--- src/rtl/vga_pkg.sv ---
// vga_pkg: default VGA timing, derived totals, 3-3-2 pixel fields and the raster flag bundle
package vga_pkg;
    localparam int DEF_H_ACTIVE = 640;
    localparam int DEF_H_FP     = 16;
    localparam int DEF_H_SYNC   = 96;
    localparam int DEF_H_BP     = 48;
    localparam int DEF_V_ACTIVE = 480;
    localparam int DEF_V_FP     = 10;
    localparam int DEF_V_SYNC   = 2;
    localparam int DEF_V_BP     = 33;
    localparam int DEF_H_TOTAL  = DEF_H_ACTIVE + DEF_H_FP + DEF_H_SYNC + DEF_H_BP;
    localparam int DEF_V_TOTAL  = DEF_V_ACTIVE + DEF_V_FP + DEF_V_SYNC + DEF_V_BP;
    localparam int RGB_R_MSB = 7;
    localparam int RGB_R_LSB = 5;
    localparam int RGB_G_MSB = 4;
    localparam int RGB_G_LSB = 2;
    localparam int RGB_B_MSB = 1;
    localparam int RGB_B_LSB = 0;
    // raster flags that travel alongside a pixel while its read is in flight
    typedef struct packed {
        logic vis;
        logic hs;
        logic vs;
        logic org;
    } vflags_t;
    localparam vflags_t FLAGS_IDLE = '{vis: 1'b0, hs: 1'b1, vs: 1'b1, org: 1'b0};
    function automatic int cnt_w(input int n);
        return (n > 1) ? $clog2(n) : 1;
    endfunction
endpackage

--- src/rtl/fb_scanout_if.sv ---
// fb_scanout_if: framebuffer read port between the scanout engine and the pixel store
interface fb_scanout_if #(
    parameter int ADDR_W = 15
);
    logic [ADDR_W-1:0] fb_addr;
    logic              fb_rd;
    logic [7:0]        fb_data;
    modport master (output fb_addr, fb_rd, input fb_data);
    modport slave  (input fb_addr, fb_rd, output fb_data);
endinterface

--- src/rtl/vga_timing.sv ---
// vga_timing: raster h/v counters, visible window, raw active-low syncs and frame origin flag
module vga_timing
    import vga_pkg::*;
#(
    parameter int H_ACTIVE = DEF_H_ACTIVE,
    parameter int H_FP     = DEF_H_FP,
    parameter int H_SYNC   = DEF_H_SYNC,
    parameter int H_BP     = DEF_H_BP,
    parameter int V_ACTIVE = DEF_V_ACTIVE,
    parameter int V_FP     = DEF_V_FP,
    parameter int V_SYNC   = DEF_V_SYNC,
    parameter int V_BP     = DEF_V_BP,
    localparam int HT = H_ACTIVE + H_FP + H_SYNC + H_BP,
    localparam int VT = V_ACTIVE + V_FP + V_SYNC + V_BP,
    localparam int HW = cnt_w(HT),
    localparam int VW = cnt_w(VT)
) (
    input  logic          clk,
    input  logic          rst,
    output logic [HW-1:0] h_o,
    output logic [VW-1:0] v_o,
    output logic          visible_o,
    output logic          hsync_raw_o,
    output logic          vsync_raw_o,
    output logic          origin_o,
    output logic          line_end_o,
    output logic          frame_end_o
);
    logic [HW-1:0] h_q, h_d;
    logic [VW-1:0] v_q, v_d;
    logic          h_end, v_end;

    // next raster position: h wraps every line, v advances on h wrap and wraps per frame
    always_comb begin
        h_end = h_q == HW'(HT - 1);
        v_end = v_q == VW'(VT - 1);
        h_d   = h_end ? '0 : h_q + 1'b1;
        v_d   = !h_end ? v_q : (v_end ? '0 : v_q + 1'b1);
    end

    // raster position state
    always_ff @(posedge clk or posedge rst) begin
        if (rst) begin
            h_q <= '0;
            v_q <= '0;
        end else begin
            h_q <= h_d;
            v_q <= v_d;
        end
    end

    assign h_o         = h_q;
    assign v_o         = v_q;
    assign visible_o   = (h_q < HW'(H_ACTIVE)) && (v_q < VW'(V_ACTIVE));
    assign hsync_raw_o = !((h_q >= HW'(H_ACTIVE + H_FP)) && (h_q < HW'(H_ACTIVE + H_FP + H_SYNC)));
    assign vsync_raw_o = !((v_q >= VW'(V_ACTIVE + V_FP)) && (v_q < VW'(V_ACTIVE + V_FP + V_SYNC)));
    assign origin_o    = (h_q == '0) && (v_q == '0);
    assign line_end_o  = h_end;
    assign frame_end_o = h_end && v_end;
endmodule

--- src/rtl/fb_scanout.sv ---
// fb_scanout: raster scan of a power-of-two downscaled framebuffer out to an RGB 3-3-2 DAC
module fb_scanout
    import vga_pkg::*;
#(
    parameter int H_ACTIVE    = DEF_H_ACTIVE,
    parameter int H_FP        = DEF_H_FP,
    parameter int H_SYNC      = DEF_H_SYNC,
    parameter int H_BP        = DEF_H_BP,
    parameter int V_ACTIVE    = DEF_V_ACTIVE,
    parameter int V_FP        = DEF_V_FP,
    parameter int V_SYNC      = DEF_V_SYNC,
    parameter int V_BP        = DEF_V_BP,
    parameter int SCALE_SHIFT = 2,
    parameter int ADDR_W      = 15,
    parameter int RD_LAT      = 1
) (
    input  logic       clk,
    input  logic       rst,
    fb_scanout_if.master fb,
    output logic [7:0] rgb,
    output logic       hsync,
    output logic       vsync,
    output logic       frame_start
);
    localparam int HW        = cnt_w(H_ACTIVE + H_FP + H_SYNC + H_BP);
    localparam int VW        = cnt_w(V_ACTIVE + V_FP + V_SYNC + V_BP);
    localparam int LINE_STEP = H_ACTIVE >> SCALE_SHIFT;
    localparam logic [VW-1:0] BLK_MASK = VW'((1 << SCALE_SHIFT) - 1);

    logic [HW-1:0]     h;
    logic [VW-1:0]     v, v_next;
    logic              visible, hs_raw, vs_raw, origin, line_end, frame_end;
    logic [ADDR_W-1:0] base_q, base_d, addr_q, addr_d;
    logic              rd_q;
    vflags_t           cur;
    vflags_t [RD_LAT:0] pipe_q;
    logic [7:0]        rgb_q;
    logic              hsync_q, vsync_q, fs_q;

    vga_timing #(
        .H_ACTIVE(H_ACTIVE), .H_FP(H_FP), .H_SYNC(H_SYNC), .H_BP(H_BP),
        .V_ACTIVE(V_ACTIVE), .V_FP(V_FP), .V_SYNC(V_SYNC), .V_BP(V_BP)
    ) u_timing (
        .clk(clk), .rst(rst), .h_o(h), .v_o(v), .visible_o(visible),
        .hsync_raw_o(hs_raw), .vsync_raw_o(vs_raw), .origin_o(origin),
        .line_end_o(line_end), .frame_end_o(frame_end)
    );

    // line base steps one stored row each time the next display line starts a new block row
    always_comb begin
        v_next = v + 1'b1;
        base_d = frame_end ? '0
               : (line_end && ((v_next & BLK_MASK) == '0)) ? base_q + ADDR_W'(LINE_STEP)
               : base_q;
        addr_d = visible ? base_q + ADDR_W'(h >> SCALE_SHIFT) : addr_q;
        cur    = '{vis: visible, hs: hs_raw, vs: vs_raw, org: origin};
    end

    // read request stage: address and strobe issued one clock after the counters
    always_ff @(posedge clk or posedge rst) begin
        if (rst) begin
            base_q <= '0;
            addr_q <= '0;
            rd_q   <= 1'b0;
        end else begin
            base_q <= base_d;
            addr_q <= addr_d;
            rd_q   <= visible;
        end
    end

    // flag pipeline: stage 0 rides with the request, the last stage lines up with read data
    always_ff @(posedge clk or posedge rst) begin
        if (rst) pipe_q <= {(RD_LAT + 1){FLAGS_IDLE}};
        else     pipe_q <= {pipe_q[RD_LAT-1:0], cur};
    end

    // output register: blank the pixel outside the visible window
    always_ff @(posedge clk or posedge rst) begin
        if (rst) begin
            rgb_q   <= 8'h00;
            hsync_q <= 1'b1;
            vsync_q <= 1'b1;
            fs_q    <= 1'b0;
        end else begin
            rgb_q   <= pipe_q[RD_LAT].vis ? fb.fb_data : 8'h00;
            hsync_q <= pipe_q[RD_LAT].hs;
            vsync_q <= pipe_q[RD_LAT].vs;
            fs_q    <= pipe_q[RD_LAT].org;
        end
    end

    assign fb.fb_addr  = addr_q;
    assign fb.fb_rd    = rd_q;
    assign rgb         = rgb_q;
    assign hsync       = hsync_q;
    assign vsync       = vsync_q;
    assign frame_start = fs_q;
endmodule

--- src/flat_wrapper.sv ---
// flat-port wrapper written by rule: the top's interface ports become plain ports
module fb_scanout_flat import vga_pkg::*;
#(
    parameter int H_ACTIVE    = DEF_H_ACTIVE,
    parameter int H_FP        = DEF_H_FP,
    parameter int H_SYNC      = DEF_H_SYNC,
    parameter int H_BP        = DEF_H_BP,
    parameter int V_ACTIVE    = DEF_V_ACTIVE,
    parameter int V_FP        = DEF_V_FP,
    parameter int V_SYNC      = DEF_V_SYNC,
    parameter int V_BP        = DEF_V_BP,
    parameter int SCALE_SHIFT = 2,
    parameter int ADDR_W      = 15,
    parameter int RD_LAT      = 1
)
  (clk, rst, rgb, hsync, vsync, frame_start, fb_fb_addr, fb_fb_rd, fb_fb_data);
  fb_scanout_if #(.ADDR_W(ADDR_W)) fb_i ();
  input  logic clk;
  input  logic rst;
  output logic [7:0] rgb;
  output logic hsync;
  output logic vsync;
  output logic frame_start;
  output wire logic [$bits(fb_i.fb_addr)-1:0] fb_fb_addr;
  output wire logic [$bits(fb_i.fb_rd)-1:0] fb_fb_rd;
  input wire logic [$bits(fb_i.fb_data)-1:0] fb_fb_data;
  assign fb_fb_addr = fb_i.fb_addr;
  assign fb_fb_rd = fb_i.fb_rd;
  assign fb_i.fb_data = fb_fb_data;
  fb_scanout #(.H_ACTIVE(H_ACTIVE), .H_FP(H_FP), .H_SYNC(H_SYNC), .H_BP(H_BP), .V_ACTIVE(V_ACTIVE), .V_FP(V_FP), .V_SYNC(V_SYNC), .V_BP(V_BP), .SCALE_SHIFT(SCALE_SHIFT), .ADDR_W(ADDR_W), .RD_LAT(RD_LAT)) u_core (.clk(clk), .rst(rst), .fb(fb_i), .rgb(rgb), .hsync(hsync), .vsync(vsync), .frame_start(frame_start));
endmodule
--- config.mk ---
export PLATFORM = sky130hd
export DESIGN_NAME = fb_scanout_flat
export DESIGN_NICKNAME = d
export VERILOG_FILES = /design/src/rtl/vga_pkg.sv /design/src/rtl/fb_scanout_if.sv /design/src/rtl/vga_timing.sv /design/src/rtl/fb_scanout.sv /design/src/flat_wrapper.sv
export SDC_FILE = /design/constraint.sdc
export NUM_CORES = 1
export LEC_CHECK = 0
export BUFFER_PORTS_ARGS = -buffer_cell sky130_fd_sc_hd__buf_2
export CAP_MARGIN = 20
export CORE_AREA = 2 2 95 88
export DETAILED_ROUTE_END_ITERATION = 6
export DIE_AREA = 0 0 97 90
export PLACE_DENSITY = 0.61
export SLEW_MARGIN = 20
export SYNTH_ARGS = -nofsm -noshare
export SYNTH_HDL_FRONTEND = slang
export SYNTH_SLANG_ARGS = --single-unit
--- constraint.sdc ---
create_clock -name clk -period 3.3 [get_ports clk]
set_input_delay 0.165 -clock clk [delete_from_list [all_inputs] [get_ports clk]]
set_output_delay 0.165 -clock clk [all_outputs]
set_load 0.05 [all_outputs]
Word level (Yosys, flattened, before mapping)
Index checks and enable logic that the tools add are counted.

operators by class
  reduce and logical (&&, ||, !) cells = 12
  mux-type cells = 5
  $add $sub $neg = 4
  equal/unequal tests = 2
  $lt $le $gt $ge = 6

operators with widths
  operator                                                     number
  logical NOT 10 bit                                           3
  2-to-1 mux 15 bit                                            2
  adder 10 x 1 -> 10 bit, second input constant                2
  equality test 10 bit, second input constant                  2
  less-than comparator 10 bit, second input constant           2
  less-than comparator 10 x 9 -> 1 bit, second input constant  2
  2-to-1 mux 10 bit                                            2
  adder 15 x 8 -> 15 bit                                       1
  adder 15 x 8 -> 15 bit, second input constant                1
  >= comparator 10 bit, second input constant                  1
  >= comparator 10 x 9 -> 1 bit, second input constant         1
  2-to-1 mux 8 bit                                             1
  logical AND 1 bit                                            6
  logical NOT 1 bit                                            2
  nonzero test 2 bit                                           1

word-level totals
  flip-flop bits (word level) = 69
  output and inout bits = 27
  word-level logic and storage cells = 45

Longest topological paths before layout
Gate-level depths: netlist of run 1.

  depth after elaboration = 5
  mapped depth = 7
  mapped depth without buffers = 6

Hierarchy
From an unflattened synthesis of run 1, not the netlist that was laid out.

second synthesis, totals
  cells, all modules = 252
  area total of the unflattened synthesis = 2852.7 um^2

by module, submodules not included
  module      area an instance (um^2)  sequential area each (um^2)  instances  cells an instance
  fb_scanout  1780.5                   1108.6                       1          141
  vga_timing  1072.3                   500.5                        1          111

Worst setup path after synthesis of run 1
Ideal clock, no wire load.

  path kind = reg-to-reg
  from = register u_core.u_timing.h_q[0], in the netlist u_core.u_timing.h_o[0]
  to = register u_core.base_q[11]
  clock period less this slack = 1836 ps
  stages on the path, launching flop included = 7
  data required time = 3182 ps
  data arrival time = 1718 ps
  path slack = 1464 ps
  path through = dfrtp_1 -> ha_1 -> nand4_2 -> or3_1 -> buf_6 -> o2bb2ai_1 -> a21o_1

on the way
  longest elaborated chain between the ends = 3

ends and longest elaborated chain
  what                                                            line                                text
  start, declared                                                 vga_timing.sv:29                    logic [HW-1:0] h_q, h_d;
  start signal, assigned                                          vga_timing.sv:44                    h_q <= '0;
  start signal, assigned                                          vga_timing.sv:47                    h_q <= h_d;
  equality test 10 bit (*)                                        vga_timing.sv:35                    h_end = h_q == HW'(HT - 1);
  logical AND 1 bit, on equally long branches                     vga_timing.sv:59, fb_scanout.sv:53
  2-to-1 mux 15 bit / nonzero test 2 bit (equally long branches)  n/a
  end signal, assigned                                            fb_scanout.sv:66                    base_q <= base_d;
  end, declared                                                   fb_scanout.sv:33                    logic [ADDR_W-1:0] base_q, base_d, addr_q, addr_d;

Every way passes the cells marked *; elsewhere a longest branch is shown, timed or not.
A chain may end at the register's enable or synchronous reset.

Worst setup path in the final report of run 1
  from = register u_core.u_timing.h_q[8], in the netlist u_core.u_timing.h_o[8]
  to = register u_core.addr_q[9], in the netlist u_core.fb.fb_addr[9]

on the way
  longest elaborated chain between the ends = 2

ends and longest elaborated chain
  what                                                            line              text
  branches (longest 2 deep; another with adder 15 x 8 -> 15 bit)  n/a
  end signal, assigned                                            fb_scanout.sv:67  addr_q <= addr_d;
  end, declared                                                   fb_scanout.sv:33

Several ways; the timed one is not identified.

==> metrics.json, run 1 <==
{
  "multi_input_area_sq_um": 1282,
  "finalSetupViolations": 0,
  "initial_core_utilization_pct": 38.39,
  "fp-row-count": 31,
  "core_sq_um": 7796,
  "timing.hold.ws_ps": -15.14,
  "finalHoldViolCount": 12,
  "cp_slowest_stage_delay_ps": 800,
  "drv_slew": 0,
  "overall_die_area_sq_um": 8730,
  "grt_start_max_net_pins": 41,
  "crit_path_top_delay_cell": "a211oi_1",
  "vias_in_the_first_global_route": 1983,
  "count_of_instances_resized_after_the_clock_tree_is_built": 0,
  "synth_cell_type_count": 48,
  "port-buffer-count": 36,
  "cts_max_path_buffers": 2,
  "cp.arrival_ps": 2460,
  "route.detailed.wl_per_inst_microns": 13.75,
  "max_transition_margin_pct": 38.07,
  "setup_total_negative_slack_ps": 0,
  "first_iter_violations": 82,
  "syn_to_layout_area_delta_pct": 14.38,
  "synthFlopType": "dfrtp_1",
  "synthesis.instances": 266,
  "timing.fmax_mhz": 445.6,
  "final_min_period_over_clock_period_pct": 68.01,
  "synth_top_cell_by_area": "dfrtp_1",
  "clock_latency_reported_for_the_late_side_of_the_worst_skew_pair_ps": 340,
  "n_fill_cell": 741,
  "cpLargestDelayFamily": "compound AO/OA/AOI/OAI gates",
  "path_max_fanout": 10,
  "final_core_utilization_pct": 43.91,
  "maximum_level_of_the_cts_h_tree": 3,
  "synthTopCellsByArea": "dfrtp_1 (48%), xnor2_1 (5.6%), dfstp_2 (5.3%), ha_1 (3.8%), nor2_1 (3.3%)",
  "grt-ovfl-total": 0,
  "cts_hold_repair.buffers": 0,
  "crit_path_cell_trace": "ha_1 > a211oi_1 > nor3b_1 > xnor2_1 > a21oi_1",
  "synth_commonest_cells": "dfrtp_1 (58), nor2_1 (26), xnor2_1 (19), nand3_1 (12)",
  "worstSetupPathType": "register to register",
  "ys.warnings.count": 0,
  "skew_ps": 9.094,
  "design.final.nets": 323,
  "setup_bufs_post_cts": 0,
  "netlist_area_sq_um": 2993,
  "chipHeight_microns": 90,
  "grt_first_pass_wirelength_microns": 9784,
  "dpl.hpwl_microns": 3811,
  "grt_antenna_before_repair": 0,
  "critical_path.n_buffers_inverters": 0,
  "synth.ff_latch_count": 64,
  "syn-num-nets": 285,
  "critical_path_required_time_ps": 3520,
  "post_route_cells_drive_above_1_share_pct": 25.57,
  "rsz0062_at_grt": "no",
  "detailedRoute.firstPassIterationCount": 4,
  "clock_tree.root_cell": "clkbuf_8",
  "ios": 37,
  "antennaDiodeCount": 0,
  "drt.antenna.violating_nets": 0,
  "worst_hold_path_type": "input port to asynchronous set/reset pin",
  "synth.avg_cell_area_sq_um": 11.25,
  "layout.area.seq_sq_um": 1609,
  "worst_pin_slew_ps": 923.3,
  "synth_edf_count": 0,
  "via_per_inst": 5.025,
  "synthDominantCellAreaShare_pct": 48.49,
  "critical_path.startpoint_type": "register",
  "grt.total_usage_pct": 13.90,
  "gp_congestion": 0.8233,
  "critPathCaptureType": "register",
  "failed_checks": "negative hold slack",
  "remaining_drc_errors": 0,
  "cts_tree": "done",
  "outcome": "finished, violations left",
  "die_extent_in_x_microns": 97,
  "ys_seq_area_share_pct": 53.76,
  "synth.most_common_cell": "dfrtp_1",
  "clk_pin_slew_worst_paths_ps": 70,
  "postSynth.asyncResetShare_pct": 100.0,
  "cts_made_buffers": 9,
  "peak_supply_drop_v": 0.0001548,
  "clock_sink_count": 64,
  "max_capacitance_violation_count": 0,
  "power.leakage_nw": 1.589,
  "power.density_nw_per_um2": 424.9,
  "period_minus_slack_ps": 2244,
  "routed_wire_length_microns": 5608,
  "detailroute.via_count": 2050
}
-- report_power, final --
group          internal, mW  total (mW)  switching (mW)
Combinational        0.0104      0.0472          0.0368
Clock                 0.311       0.617           0.307
Sequential            0.789       0.790        0.000919
-- registers in the layout, indices dropped and copies added (netlist names), 7 cells and up --
name / count
u_core.fb.fb_addr: 15
u_core.pipe_q: 7
u_core.u_timing.v_o: 10
u_core.u_timing.h_o: 10
u_core.rgb: 8
u_core.base_q: 10
-- through the flow --
step                      hold slack [ps]  worst slack (ps)  power [mW]  instance area, sq um  cells
after floorplan                     299.2              1464      0.8383                  2993    266
after global placement              333.4              1165      0.8537                  3241    392
after detailed placement            347.0              1084      0.8539                  3241    392
after CTS                           12.73              1073       1.472                  3423    408
after global routing                20.97             893.2       1.516                  3423    408
final                              -15.14              1056       1.455                  3423    408
-- path summary, 6_finish.rpt --
path                                   startpoint                   end  slack (ps)  depth (start not counted)
hold reg to reg                  u_core.pipe_q[1]      u_core.pipe_q[5]         360                          0
min in group clk                    fb_fb_data[5]         u_core.rgb[5]          30                          2
setup / recovery           u_core.u_timing.h_o[8]  u_core.fb.fb_addr[9]        1060                          5
max in group asynchronous                     rst      u_core.pipe_q[1]        2430                          3
setup reg to reg           u_core.u_timing.h_o[8]  u_core.fb.fb_addr[9]        1060                          5
hold / removal                                rst  u_core.fb.fb_addr[6]         -20                          2
-- logic make-up (layout without fill, tap and decap cells) --
| logic type | Yosys count | after routing | synth area share, % |
|---|---|---|---|
| compound gates | 30 | 30 | 6.480 |
| flops | 64 | 64 | 53.76 |
| simple gates | 110 | 110 | 21.99 |
| fa+ha+maj | 9 | 9 | 3.763 |
| xor+xnor | 25 | 25 | 7.316 |
| mux | 9 | 9 | 3.303 |
| buf+inv | 19 | 62 | 3.386 |
-- worst register-to-register path, cell delays in order, from the launching register on --
cell and delay, ps:
dfrtp_1 540, ha_1 340, a211oi_1 800, nor3b_1 180, xnor2_1 190, a21oi_1 80
-- placed cells by master, fill, tap and decap left out, types with 4 or more instances in the layout --
cell type / n
a21oi_1: 9
and2_1: 11
and3_1: 9
buf_2: 36
clkbuf_8: 11
dfrtp_1: 58
dfstp_2: 6
ha_1: 9
inv_1: 7
mux2_2: 7
nand2_1: 8
nand3_1: 12
nand4_1: 4
nor2_1: 26
nor3_1: 8
nor4_1: 11
o21ai_0: 7
xnor2_1: 19
xor2_1: 6
-- metal layers --
layer / track usage, % / vias to the layer above / part of all wire (%)
li1: - / 1009 / -
met1: 19.78 / 992 / 50
met2: 19.68 / 42 / 44
met3: 3.577 / 7 / 4.5
met4: 6.690 / 0 / 1.4
met5: 0 / - / 0
-- layout make-up --
| cell class | instances | share of cell area (%) |
|---|---|---|
| multi-input combinational | 183 | 37.46 |
| sequential | 64 | 47.00 |
| inverter | 8 | 0.8772 |
| tap | 99 | 3.618 |
| clock buffer | 11 | 4.423 |
| timing repair buffer | 38 | 5.702 |
| clock inverter | 5 | 0.9137 |
(Power assumes the default switching activity.)
==> run 2: changes to the inputs <==
Settings changed: PLACE_DENSITY 0.61 to 0.63.
Clock period 3.3 ns to 2 ns, I/O delays scaled along.
==> metrics.json, run 2 (synthesis gave the netlist of run 1 again) <==
{
  "rsz0062_at_grt": "no",
  "drv_slew": 0,
  "n_fill_cell": 714,
  "detailedRoute.firstPassIterationCount": 4,
  "remaining_drc_errors": 0,
  "min_delay_worst_endpoint": "u_core.pipe_q[4]",
  "cts_tree": "done",
  "core_sq_um": 7796,
  "via_per_inst": 4.993,
  "gp_congestion": 0.8071,
  "worstReg2RegEnd": "u_core.base_q[12]",
  "cp.arrival_ps": 2050,
  "crit_path_top_delay_cell": "nor4_4",
  "outcome": "finished, final reports clean",
  "grt_first_pass_wirelength_microns": 10510,
  "die_extent_in_x_microns": 97,
  "grt_antenna_before_repair": 0,
  "grt.total_usage_pct": 14.90,
  "max_capacitance_violation_count": 0,
  "timing.reg2reg.worst_path_depth": 6,
  "skew_ps": 10.83,
  "clock_tree.root_cell": "clkbuf_8",
  "timing.fmax_mhz": 543.5,
  "finalHoldViolCount": 0,
  "critPathCaptureType": "register",
  "worst_hold_path_type": "register to register",
  "worst_pin_slew_ps": 431.3,
  "grt-ovfl-total": 0,
  "power.density_nw_per_um2": 688.4,
  "maximum_level_of_the_cts_h_tree": 3,
  "clk_pin_slew_worst_paths_ps": 80,
  "chipHeight_microns": 90,
  "power.leakage_nw": 1.721,
  "worst_setup_path_startpoint": "u_core.u_timing.h_o[0]",
  "clock_latency_reported_for_the_late_side_of_the_worst_skew_pair_ps": 350,
  "cp_slowest_stage_delay_ps": 420,
  "cts_max_path_buffers": 2,
  "crit-reg2reg-launch": "u_core.u_timing.h_o[0]",
  "antennaDiodeCount": 0,
  "layout.cells.most_common": "dfrtp_1",
  "max_transition_margin_pct": 70.98,
  "detailroute.via_count": 2172,
  "multi_input_area_sq_um": 1290,
  "port-buffer-count": 36,
  "dpl.hpwl_microns": 4073,
  "ios": 37,
  "final_min_period_over_clock_period_pct": 91.99,
  "post_route_setup_slack_ps": 160.2,
  "finalSetupViolations": 0,
  "grt_start_max_net_pins": 33,
  "route.detailed.wl_per_inst_microns": 13.43,
  "setup_total_negative_slack_ps": 0,
  "clock_sink_count": 64,
  "post_route_cells_drive_above_1_share_pct": 29.46,
  "syn_to_layout_area_delta_pct": 23.04,
  "routed_wire_length_microns": 5842,
  "holdCritStartpoint": "u_core.pipe_q[0]",
  "overall_die_area_sq_um": 8730,
  "critical_path_required_time_ps": 2220,
  "first_iter_violations": 93,
  "regToRegSetupSlack_ps": 160,
  "initial_core_utilization_pct": 38.39,
  "critical_path.startpoint_type": "register",
  "setup_bufs_post_cts": 0,
  "crit_path_cell_trace": "ha_2 > nand4_2 > buf_6 > nor4_4 > mux2i_1 > a211oi_2",
  "fp-row-count": 31,
  "flip_flop_count_of_the_largest_register_all_copies_and_words_added": 15,
  "worstSetupPathType": "register to register",
  "period_minus_slack_ps": 1840,
  "drt.antenna.violating_nets": 0,
  "final_cell_mix": "dfrtp_1 (58), buf_2 (36), nor2_1 (26)",
  "path_max_fanout": 7,
  "cts_made_buffers": 9,
  "peak_supply_drop_v": 0.0003081,
  "vias_in_the_first_global_route": 2228,
  "holdPathStages": 0,
  "design.final.nets": 350,
  "pre_cts_slack_ps": 101.2,
  "layout.area.seq_sq_um": 1609
}
## run 2: worst max path at each step
stage	cells after the start	slack, ps	to
after floorplan	6	160	u_core.base_q[11]
after global routing	6	20	u_core.base_q[10]
after global placement	4	150	u_core.base_q[10]
after CTS	4	70	u_core.u_timing.v_o[2]
after detailed placement	4	100	u_core.u_timing.v_o[2]
final	6	160	u_core.base_q[12]
## run 2: critical path: cells and delay by family, from the launching register on
kind | cells | cell delay, ps
AND/OR/NAND/NOR | 2 | 570
flip-flops | 1 | 400
multiplexers | 1 | 300
adder cells (fa/ha/maj) | 1 | 210
buffers and inverters | 1 | 170
AO/OA/AOI/OAI | 1 | 60
## run 2: what timing repair did
action | in CTS | in global routing
hold buffers | 9 | 0
gates resized for setup | 0 | 3
setup endpoints to repair | 0 | 3
hold endpoints to repair | 66 | 0
## run 2: metrics by stage
stage | cells | util, % | area, sq um | hold WS, ps | total power, mW
floorplan | 266 | - | 2993 | 234.2 | 1.383
global placement | 410 | 43.30 | 3376 | 208.8 | 1.410
detailed placement | 410 | 43.30 | 3376 | 218.1 | 1.412
CTS | 435 | 47.09 | 3671 | 352.7 | 2.568
global route | 435 | 47.23 | 3682 | 361.7 | 2.638
finish | 435 | 47.23 | 3682 | 349.1 | 2.535
## run 2: area by class of cell
type                       instances  share of cell area [%]
clock buffer                      10                   3.738
clock inverter                     6                   1.835
inverter                           8                  0.8155
multi-input combinational        183                   35.03
sequential                        64                   43.70
tap                               99                   3.364
timing repair buffer              65                   11.52
## run 2: power by group
| part | leakage, nW | switching, mW | internal (mW) | total [mW] |
|---|---|---|---|---|
| registers | 0.820 | 0.00185 | 1.30 | 1.30 |
| logic | 0.802 | 0.0638 | 0.0300 | 0.0938 |
| clock network | 0.0989 | 0.524 | 0.613 | 1.14 |
## run 2: metal layers
metal | vias up | wire length (microns) | GRT usage [%]
met3 | 13 | 263 | 3.888
met4 | 0 | 115 | 7.277
met1 | 1038 | 2808 | 19.97
li1 | 1071 | - | -
met5 | - | 0 | 0
met2 | 50 | 2654 | 22.45
